--- config.mk ---
export PLATFORM = sky130hd
export DESIGN_NAME = uart_debug_ctrl_flat
export DESIGN_NICKNAME = d
export VERILOG_FILES = /design/src/rtl/uart_debug_ctrl_if.sv /design/src/rtl/uart_debug_ctrl.sv /design/src/flat_wrapper.sv
export SDC_FILE = /design/constraint.sdc
export NUM_CORES = 1
export LEC_CHECK = 0
export BUFFER_PORTS_ARGS = -buffer_cell sky130_fd_sc_hd__buf_2
export CORE_UTILIZATION = 50
export CTS_CLUSTER_DIAMETER = 30
export DETAILED_ROUTE_END_ITERATION = 10
export PLACE_DENSITY = 0.77
export SKIP_CTS_REPAIR_TIMING = 1
export SYNTH_ARGS = -nofsm -noshare
export SYNTH_HDL_FRONTEND = slang
export SYNTH_SLANG_ARGS = --single-unit
--- constraint.sdc ---
create_clock -name clk -period 1.92 [get_ports clk]
set_clock_uncertainty 0.1 [all_clocks]
set_input_delay 0.192 -clock clk [delete_from_list [all_inputs] [get_ports clk]]
set_output_delay 0.192 -clock clk [all_outputs]
set_load 0.005 [all_outputs]
--- src/rtl/uart_debug_ctrl_if.sv ---
`default_nettype none
// ============================================================================
//  Module      : uart_debug_ctrl_if
//  Description : Bundles the UART byte channel (rx strobe, tx handshake) and
//                the single-master memory port used by uart_debug_ctrl.
//                master modport : the debug controller side
//                slave  modport : the UART / memory environment side
//  Revision    : 1.0  initial release
// ============================================================================
interface uart_debug_ctrl_if;
    // UART receive side: one-cycle strobe per received byte
    logic        rx_valid;
    logic [7:0]  rx_data;
    // UART transmit side: valid/ready handshake
    logic        tx_valid;
    logic [7:0]  tx_data;
    logic        tx_ready;
    // Memory port: request held while waitrequest is high
    logic        mem_write;
    logic        mem_read;
    logic [31:0] mem_address;
    logic [31:0] mem_writedata;
    logic        mem_waitrequest;
    logic [31:0] mem_readdata;

    modport master (
        input  rx_valid, rx_data, tx_ready, mem_waitrequest, mem_readdata,
        output tx_valid, tx_data, mem_write, mem_read, mem_address, mem_writedata
    );

    modport slave (
        output rx_valid, rx_data, tx_ready, mem_waitrequest, mem_readdata,
        input  tx_valid, tx_data, mem_write, mem_read, mem_address, mem_writedata
    );
endinterface
`default_nettype wire

--- src/rtl/uart_debug_ctrl.sv ---
`default_nettype none
// ============================================================================
//  Module      : uart_debug_ctrl
//  Description : UART debug-bus controller. While debug mode is enabled it
//                holds the CPU in reset and turns host byte commands into
//                single memory transactions:
//                  write : 0x57, addr[4], data[4]   (little-endian fields)
//                  read  : 0x52, addr[4]            -> 4 data bytes, LSB first
//  Ports       : clk, rst        clock, synchronous active-high reset
//                uart_debug_en   debug mode request (already synchronized)
//                cpu_hold        CPU held in reset / bus granted to this block
//                cmd_error       sticky: bad opcode or inter-byte timeout
//                bus             uart_debug_ctrl_if.master (UART + memory)
//  Options     : define UART_DEBUG_WRITE_ACK_EN to answer every completed
//                write with the single byte 0x4B.
//  Revision    : 1.0  initial release
// ============================================================================
module uart_debug_ctrl #(
    parameter int TIMEOUT_CYCLES = 50000000,
    parameter int TOW            = 26
) (
    input  wire               clk,
    input  wire               rst,
    input  wire               uart_debug_en,
    output logic              cpu_hold,
    output logic              cmd_error,
    uart_debug_ctrl_if.master bus
);

    localparam logic [7:0]     c_op_write     = 8'h57;
    localparam logic [7:0]     c_op_read      = 8'h52;
    localparam logic [7:0]     c_ack_byte     = 8'h4B;
    localparam logic [TOW-1:0] c_timeout_last = TOW'(TIMEOUT_CYCLES - 1);

    typedef enum logic [2:0] {
        ST_IDLE = 3'd0,
        ST_ADDR = 3'd1,
        ST_DATA = 3'd2,
        ST_WR   = 3'd3,
        ST_RD   = 3'd4,
        ST_TX   = 3'd5
`ifdef UART_DEBUG_WRITE_ACK_EN
        ,
        ST_ACK  = 3'd6
`endif
    } state_t;

    state_t          r_state;
    logic            r_is_write;
    logic [1:0]      r_byte_cnt;
    logic [31:0]     r_addr;
    logic [31:0]     r_data;      // write data while collecting, read data while sending
    logic [TOW-1:0]  r_timer;
    logic            r_en_d;
    logic            r_cpu_hold;
    logic            r_cmd_error;
    logic            r_tx_valid;
    logic [7:0]      r_tx_data;
    logic            r_mem_write;
    logic            r_mem_read;
    logic [31:0]     r_mem_address;
    logic [31:0]     r_mem_writedata;

    logic            w_rx;
    logic            w_tx_fire;
    logic            w_en_fall;
    logic            w_timeout;
    logic [31:0]     w_addr_next;
    logic [31:0]     w_data_next;

    assign w_rx        = bus.rx_valid & uart_debug_en;
    assign w_tx_fire   = r_tx_valid & bus.tx_ready;
    assign w_en_fall   = r_en_d & ~uart_debug_en;
    assign w_timeout   = (r_timer == c_timeout_last);
    // Little-endian fields: each new byte enters at the top and slides down
    assign w_addr_next = {bus.rx_data, r_addr[31:8]};
    assign w_data_next = {bus.rx_data, r_data[31:8]};

    always_ff @(posedge clk) begin
        if (rst) begin
            r_state         <= ST_IDLE;
            r_is_write      <= 1'b0;
            r_byte_cnt      <= 2'd0;
            r_addr          <= 32'd0;
            r_data          <= 32'd0;
            r_timer         <= '0;
            r_en_d          <= 1'b0;
            r_cpu_hold      <= 1'b0;
            r_cmd_error     <= 1'b0;
            r_tx_valid      <= 1'b0;
            r_tx_data       <= 8'd0;
            r_mem_write     <= 1'b0;
            r_mem_read      <= 1'b0;
            r_mem_address   <= 32'd0;
            r_mem_writedata <= 32'd0;
        end else begin
            r_en_d <= uart_debug_en;

            // Releasing the CPU waits for IDLE so an in-flight access and
            // its read-back always finish under our bus ownership.
            if (uart_debug_en) begin
                r_cpu_hold <= 1'b1;
            end else if (r_state == ST_IDLE) begin
                r_cpu_hold <= 1'b0;
            end

            case (r_state)
                ST_IDLE: begin
                    if (w_rx) begin
                        r_byte_cnt <= 2'd0;
                        r_timer    <= '0;
                        if (bus.rx_data == c_op_write || bus.rx_data == c_op_read) begin
                            r_is_write <= (bus.rx_data == c_op_write);
                            r_state    <= ST_ADDR;
                        end else begin
                            r_cmd_error <= 1'b1;
                        end
                    end
                end

                ST_ADDR, ST_DATA: begin
                    if (!uart_debug_en) begin
                        // No further bytes can be accepted, so the partial
                        // command is abandoned rather than left to time out.
                        r_state <= ST_IDLE;
                        r_timer <= '0;
                    end else if (w_rx) begin
                        r_timer    <= '0;
                        r_byte_cnt <= r_byte_cnt + 2'd1;
                        if (r_state == ST_ADDR) begin
                            r_addr <= w_addr_next;
                            if (r_byte_cnt == 2'd3) begin
                                if (r_is_write) begin
                                    r_state <= ST_DATA;
                                end else begin
                                    r_state       <= ST_RD;
                                    r_mem_read    <= 1'b1;
                                    r_mem_address <= {w_addr_next[31:2], 2'b00};
                                end
                            end
                        end else begin
                            r_data <= w_data_next;
                            if (r_byte_cnt == 2'd3) begin
                                r_state         <= ST_WR;
                                r_mem_write     <= 1'b1;
                                r_mem_address   <= {r_addr[31:2], 2'b00};
                                r_mem_writedata <= w_data_next;
                            end
                        end
                    end else if (w_timeout) begin
                        r_state     <= ST_IDLE;
                        r_timer     <= '0;
                        r_cmd_error <= 1'b1;
                    end else begin
                        r_timer <= r_timer + TOW'(1);
                    end
                end

                ST_WR: begin
                    if (!bus.mem_waitrequest) begin
                        r_mem_write <= 1'b0;
`ifdef UART_DEBUG_WRITE_ACK_EN
                        r_state    <= ST_ACK;
                        r_tx_valid <= 1'b1;
                        r_tx_data  <= c_ack_byte;
`else
                        r_state    <= ST_IDLE;
`endif
                    end
                end

                ST_RD: begin
                    if (!bus.mem_waitrequest) begin
                        r_mem_read <= 1'b0;
                        r_tx_valid <= 1'b1;
                        r_tx_data  <= bus.mem_readdata[7:0];
                        r_data     <= {8'h00, bus.mem_readdata[31:8]};
                        r_byte_cnt <= 2'd0;
                        r_state    <= ST_TX;
                    end
                end

                ST_TX: begin
                    if (w_tx_fire) begin
                        if (r_byte_cnt == 2'd3) begin
                            r_tx_valid <= 1'b0;
                            r_state    <= ST_IDLE;
                        end else begin
                            r_byte_cnt <= r_byte_cnt + 2'd1;
                            r_tx_data  <= r_data[7:0];
                            r_data     <= {8'h00, r_data[31:8]};
                        end
                    end
                end

`ifdef UART_DEBUG_WRITE_ACK_EN
                ST_ACK: begin
                    if (w_tx_fire) begin
                        r_tx_valid <= 1'b0;
                        r_state    <= ST_IDLE;
                    end
                end
`endif

                default: r_state <= ST_IDLE;
            endcase

            // Leaving debug mode wipes the sticky error; last so it wins
            if (w_en_fall) begin
                r_cmd_error <= 1'b0;
            end
        end
    end

    assign cpu_hold          = r_cpu_hold;
    assign cmd_error         = r_cmd_error;
    assign bus.tx_valid      = r_tx_valid;
    assign bus.tx_data       = r_tx_data;
    assign bus.mem_write     = r_mem_write;
    assign bus.mem_read      = r_mem_read;
    assign bus.mem_address   = r_mem_address;
    assign bus.mem_writedata = r_mem_writedata;

endmodule
`default_nettype wire

--- src/flat_wrapper.sv ---
// flat-port wrapper written by rule: the top's interface ports become plain ports
module uart_debug_ctrl_flat 
#(
    parameter int TIMEOUT_CYCLES = 50000000,
    parameter int TOW            = 26
)
  (clk, rst, uart_debug_en, cpu_hold, cmd_error, bus_rx_valid, bus_rx_data, bus_tx_ready, bus_mem_waitrequest, bus_mem_readdata, bus_tx_valid, bus_tx_data, bus_mem_write, bus_mem_read, bus_mem_address, bus_mem_writedata);
  uart_debug_ctrl_if bus_i ();
  input  wire clk;
  input  wire rst;
  input  wire uart_debug_en;
  output logic cpu_hold;
  output logic cmd_error;
  input wire logic [$bits(bus_i.rx_valid)-1:0] bus_rx_valid;
  input wire logic [$bits(bus_i.rx_data)-1:0] bus_rx_data;
  input wire logic [$bits(bus_i.tx_ready)-1:0] bus_tx_ready;
  input wire logic [$bits(bus_i.mem_waitrequest)-1:0] bus_mem_waitrequest;
  input wire logic [$bits(bus_i.mem_readdata)-1:0] bus_mem_readdata;
  output wire logic [$bits(bus_i.tx_valid)-1:0] bus_tx_valid;
  output wire logic [$bits(bus_i.tx_data)-1:0] bus_tx_data;
  output wire logic [$bits(bus_i.mem_write)-1:0] bus_mem_write;
  output wire logic [$bits(bus_i.mem_read)-1:0] bus_mem_read;
  output wire logic [$bits(bus_i.mem_address)-1:0] bus_mem_address;
  output wire logic [$bits(bus_i.mem_writedata)-1:0] bus_mem_writedata;
  assign bus_i.rx_valid = bus_rx_valid;
  assign bus_i.rx_data = bus_rx_data;
  assign bus_i.tx_ready = bus_tx_ready;
  assign bus_i.mem_waitrequest = bus_mem_waitrequest;
  assign bus_i.mem_readdata = bus_mem_readdata;
  assign bus_tx_valid = bus_i.tx_valid;
  assign bus_tx_data = bus_i.tx_data;
  assign bus_mem_write = bus_i.mem_write;
  assign bus_mem_read = bus_i.mem_read;
  assign bus_mem_address = bus_i.mem_address;
  assign bus_mem_writedata = bus_i.mem_writedata;
  uart_debug_ctrl #(.TIMEOUT_CYCLES(TIMEOUT_CYCLES), .TOW(TOW)) u_core (.clk(clk), .rst(rst), .uart_debug_en(uart_debug_en), .cpu_hold(cpu_hold), .cmd_error(cmd_error), .bus(bus_i));
endmodule
==> impl_metrics.toml, run 1 <==
[outcome]
status = "complete, but fails checks"
violations = "negative hold slack"

[min_path]
hold_end = "u_core.cpu_hold"
hp-start = "uart_debug_en"
hold_path_class = "in2reg"
holdPathStages = 3

[synthesis]
yosysSeqAreaShare_pct = 47.4
avgSynthCellArea_um2 = 8.17
synth_top_area_cell = "dfxtp_1"
synth.distinct_cells = 54
netlist_area_um2 = 7170
yosys_warnings = 0
ys_ff_latch = 170
synth_edf_count = 0
synthCells = 878
synthTopCellsByArea = "dfxtp_1, nand2_1, a21oi_1"
synth_top_area_share_pct = 47.4
synthArstFlopShare_pct = 0
synth_ff_type = "dfxtp_1"

[timing]
drv_slew = 0
setup_viol = 0
fmax_mhz = 521
period_needed_ps = 1920
finalHoldViolations = 1
rsz0062_at_grt = "yes"
post-route-period-util_pct = 99.9
whs_ps = -27.6

[setup_path]
cp_cell_sequence = "nand3_2 -> or3_4 -> or4_4 -> or3_1 -> a21oi_1"
start_kind = "flip-flop"
r2r-end = "u_core.r_timer[24]"
r2r_slack_ps = 2
required_ps = 2180
critPathArrivalTime_ps = 2180
crit_fanout = 3
crit_slowest_cell = "or4_4"
crit_type = "reg2reg"
crit_path_end_kind = "flip-flop"
reg2regPathDepth = 5
rr_startpoint = "u_core.r_timer[7]"
critical_path.max_stage_delay_ps = 530

[cts]
cts_tree = "built"
path_clk_slew_ps = 60
cts_sinks = 170
clk_latency_ps = 430
cts_max_path_buffers = 2
cts_buffers = 17
root_buffer = "clkbuf_16"
htree_levels = 4

[power]
switching_share_pct = 23.5
power_frac_seq_pct = 45.6
power_frac_clock_pct = 45.6
leakage_nw = 3.49
max-vdd-ir-drop_mv = 0.639
power.total_w = 0.00787
comb_power_share_pct = 8.8
intPower_w = 0.00601
power_density_nw_per_um2 = 816
power.switching_w = 0.00185

[cells_and_area]
fin_cells = 1256
nets = 1110
layout_commonest_cell = "nand2_1"
most-common-layout-cells = "nand2_1, dfxtp_1, buf_2"
postLayoutCoreUtil_pct = 69.2
drive_above_1_share_pct = 25.5
area_growth_pct = 34.4
fin_area_um2 = 9650

[routing]
drtIter0Drc = 630
viasPerCell = 5.54
wl_per_cell_um = 15.5
routed_wl_um = 19500
drt-pass1-iter-count = 5
via_count = 6955
route.detailed.drc = 0
ant_nets = 0

[floorplan]
core_area_um2 = 13900
ioPinCount = 123
row_count = 43
die_w_um = 122
die_h_um = 122
start_util_pct = 51.5
dieArea_um2 = 14800

[placed_design]
placedCellCount = 1187
hpwl_um = 12400
place_congestion = 0.891
io_buffers = 120
place_area_um2 = 8480

[run]
cap_violations = 0

[global_routing]
antenna_found_initial = 0
grt_max_degree = 64
grt_pass1_vias = 5995
grt_pass1_wl_um = 29100
grt_overflow_total = 0
grt_usage_pct = 25.0
-- cells by family (layout without fill, tap and decap cells) --
| kind of cell | count (synthesis) | in the layout | synth area share [%] |
|---|---|---|---|
| flip-flops | 170 | 170 | 47.4 |
| buffers and inverters | 77 | 273 | 4.46 |
| AND/OR/NAND/NOR | 378 | 378 | 23.1 |
| adder cells (fa/ha/maj) | 2 | 2 | 0.349 |
| XOR/XNOR | 24 | 24 | 2.93 |
| AO/OA/AOI/OAI | 193 | 193 | 17.0 |
| other | 1 | 3 | 0.0523 |
| multiplexers | 33 | 33 | 4.62 |
-- metrics by stage --
stage	hold slack (ps)	TNS, ps	worst slack, ps
4_1_cts	-89.2	-1930	-145
5_1_grt	5.26	-81.5	-76.5
6_report	-27.6	0	2.06
3_3_place_gp	340	-83.4	-29.8
2_1_floorplan	209	-13.0	-13.0
3_5_place_dp	345	-1110	-118
-- flip-flops by register name (all words and copies together) (netlist names) --
name                      flops
u_core.bus.mem_writedata     32
u_core.r_data                32
u_core.bus.mem_address       30
u_core.r_addr                30
u_core.r_timer               26
u_core.bus.tx_data            8
u_core.r_state                3
u_core.r_byte_cnt             2
u_core.bus.mem_read           1
u_core.bus.mem_write          1
u_core.bus.tx_valid           1
u_core.cmd_error              1
u_core.cpu_hold               1
u_core.r_en_d                 1
u_core.r_is_write             1
-- worst max-delay path, delay by kind of cell, from the launching register on --
kind / cells / cell delay [ps]
compound gates: 1 / 130
flops: 1 / 360
simple gates: 4 / 1260
-- synthesized netlist by cell type, drive strengths merged, types with 2 or more instances --
cell type / count
mux2i: 32
xnor2: 20
dfxtp: 170
and3: 5
nor4: 7
nand4: 8
a21oi: 83
xor2: 4
o21ai: 30
nand2: 184
o221ai: 2
inv: 8
clkbuf: 50
or4: 3
buf: 19
nor4bb: 5
nand3: 23
nand2b: 4
a21boi: 2
nor2b: 3
nor2: 104
and4: 4
or3: 3
a211oi: 31
o21ba: 2
o31ai: 2
ha: 2
a311oi: 32
and2: 5
nor3: 14
-- final cells by class --
class | count | area, um2
fill | 1070 | 4290
multi-input combinational | 632 | 3610
sequential | 170 | 3420
timing repair buffer | 233 | 1740
clock buffer | 20 | 457
tap | 180 | 225
clock inverter | 12 | 161
inverter | 8 | 30.0
antenna | 1 | 2.50
-- per-layer routing --
layer  vias to the layer above  GRT usage (%)  share of wire [%]
met5                         -              0                  0
met4                         0           7.72                1.9
li1                       3412              -                  -
met3                        32           5.48                6.1
met1                      3259           35.3                 45
met2                       252           37.9                 47
-- how the worst max path moves through the flow --
stage,from,end,slack (ps),cells after the start
after floorplan,u_core.r_timer[6],u_core.r_timer[24],-10,5
after global placement,u_core.r_timer[15],u_core.cmd_error,-30,4
after detailed placement,u_core.r_timer[15],u_core.cmd_error,-120,4
after CTS,u_core.r_timer[15],u_core.cmd_error,-150,4
after global routing,u_core.r_timer[8],u_core.r_timer[24],-80,5
final,u_core.r_timer[7],u_core.r_timer[24],2,5
-- power by group through the flow --
stage / sequential (W) / combinational [W] / clock, W
3_3_place_gp: 0.00366 / 0.000596 / 0
5_1_grt: 0.00359 / 0.000737 / 0.00380
6_report: 0.00359 / 0.000688 / 0.00359
4_1_cts: 0.00359 / 0.000597 / 0.00362
2_1_floorplan: 0.00365 / 0.000352 / 0
3_5_place_dp: 0.00367 / 0.000594 / 0
Note: power is estimated with default switching activity, not from simulation.
==> inputs of run 2 (changes only) <==
--- a/config.mk
+++ b/config.mk
@@ -9,6 +9,7 @@
 export CORE_UTILIZATION = 50
 export CTS_CLUSTER_DIAMETER = 30
 export DETAILED_ROUTE_END_ITERATION = 10
+export MAX_ROUTING_LAYER = met4
 export PLACE_DENSITY = 0.77
 export SKIP_CTS_REPAIR_TIMING = 1
 export SYNTH_ARGS = -nofsm -noshare
==> run 2 against run 1 <==
  * The flow finishes with violations (negative hold slack, negative setup slack)
  * Highest routed layer unchanged
  * Clock power shrank 11%
  * Maximum frequency shrank 3.3%
  * Power shrank 4.8%
  * First-iteration DRC count grew 1.1%
  * Die area did not move
  * Largest power group unchanged
==> impl_metrics.toml, run 2 (synthesis results as in run 1) <==
[timing]
setup_viol = 3
rsz0062_at_grt = "yes"
finalHoldViolations = 1
setup_ws_ps = -64.2
drv_slew = 0
whs_ps = -39.6
post-route-period-util_pct = 103
setup_tns_ps = -104
period_needed_ps = 1980
fmax_mhz = 504

[global_routing]
grt_usage_pct = 26.1
grt_pass1_vias = 6075
grt_max_degree = 71
antenna_found_initial = 0
grt_overflow_total = 0
grt_pass1_wl_um = 29700

[power]
comb_power_share_pct = 9.2
power_frac_clock_pct = 42.9
switching_share_pct = 24.1
power_frac_seq_pct = 47.9
power_density_nw_per_um2 = 779
intPower_w = 0.00568
power.switching_w = 0.00180
max-vdd-ir-drop_mv = 0.621
leakage_nw = 3.45

[setup_path]
crit_family = "simple AND/OR/NAND/NOR gates"
critPathArrivalTime_ps = 2240
crit_buf_inv = 1
cp_cell_sequence = "buf_6 -> and4_4 -> nand3_4 -> or4_4 -> or3_4 -> a21oi_2"
critical_path.max_stage_delay_ps = 540
crit_path_end_kind = "flip-flop"
crit_type = "reg2reg"
crit_fanout = 3
crit_slowest_cell = "or4_4"
start_kind = "flip-flop"
required_ps = 2180

[floorplan]
die_w_um = 122
start_util_pct = 51.5
row_count = 43
dieArea_um2 = 14800
core_area_um2 = 13900
die_h_um = 122
ioPinCount = 123

[cells_and_area]
fill_cells = 1041
most-common-layout-cells = "nand2_1, dfxtp_1, buf_2"
layout_commonest_cell = "nand2_1"
antennaDiodeCount = 0
area_growth_pct = 34.0
drive_above_1_share_pct = 25.9
multiInputGateArea_um2 = 3650
postLayoutCoreUtil_pct = 69.0
nets = 1113
regArea_um2 = 3420

[routing]
via_count = 7005
routed_wl_um = 20000
drt-pass1-iter-count = 8
routed.top_layer = "met4"
met2_length_um = 9350
met3_length_um = 1330
drtIter0Drc = 637
viasPerCell = 5.57
route.detailed.drc = 0
wl_per_cell_um = 15.9
ant_nets = 0
met1_length_um = 8840

[cts]
path_clk_slew_ps = 60
cts_tree = "built"
cts_sinks = 170
cts_buffers = 17
clk_latency_ps = 420
cts_max_path_buffers = 2
htree_levels = 4
root_buffer = "clkbuf_16"

[placed_design]
place_congestion = 0.905
io_buffers = 120
hpwl_um = 12600
place_ws_ps = -122

[outcome]
violations = "negative hold slack, negative setup slack"
status = "complete, but fails checks"

[run]
cap_violations = 0

[min_path]
hold_path_class = "in2reg"
## run 2: changes by cell type in the layout (fill, tap and decap cells not counted), moves of 3 or more
cell / change
inv_6: -3
clkinvlp_4: +3
clkbuf_1: +3
buf_4: +4
## run 2: cell type report
class	instances	area share, %
multi-input combinational	632	38.0
sequential	170	35.6
timing repair buffer	236	18.1
clock buffer	22	4.73
tap	180	2.34
clock inverter	10	0.989
inverter	8	0.312
## run 2: path summary, 6_finish.rpt
kind,cells after the start,endpoint,slack (ps),startpoint
hold / removal,3,u_core.cpu_hold,-40,uart_debug_en
setup / recovery,6,u_core.r_timer[24],-60,u_core.r_timer[12]
hold reg to reg,2,u_core.bus.mem_writedata[13],350,u_core.bus.mem_writedata[13]
setup reg to reg,6,u_core.r_timer[24],-60,u_core.r_timer[12]
## run 2: power groups by stage
stage          Sequential, W  Combinational [W]  Clock [W]
2_1_floorplan        0.00365           0.000352          0
3_5_place_dp         0.00367           0.000592          0
6_report             0.00359           0.000685    0.00321
5_1_grt              0.00359           0.000738    0.00339
3_3_place_gp         0.00366           0.000589          0
4_1_cts              0.00359           0.000596    0.00326
## run 2: through the flow
step	power [W]	hold slack (ps)	instance area, um2	std cells
2_1_floorplan	0.00400	209	7180	879
3_3_place_gp	0.00425	341	8460	1187
3_5_place_dp	0.00426	343	8460	1187
4_1_cts	0.00744	-89.4	9010	1219
5_1_grt	0.00772	11.0	9610	1258
6_report	0.00749	-39.6	9610	1258
## run 2: routing by layer
metal	track usage (%)	vias to the layer above
met3	5.10	50
met5	-	-
met2	37.7	279
met4	9.49	0
met1	35.9	3251
li1	-	3425
## run 2: worst min-delay path: stages
cell and delay, ps:
buf_2 140, a21oi_1 50, nor2_1 70
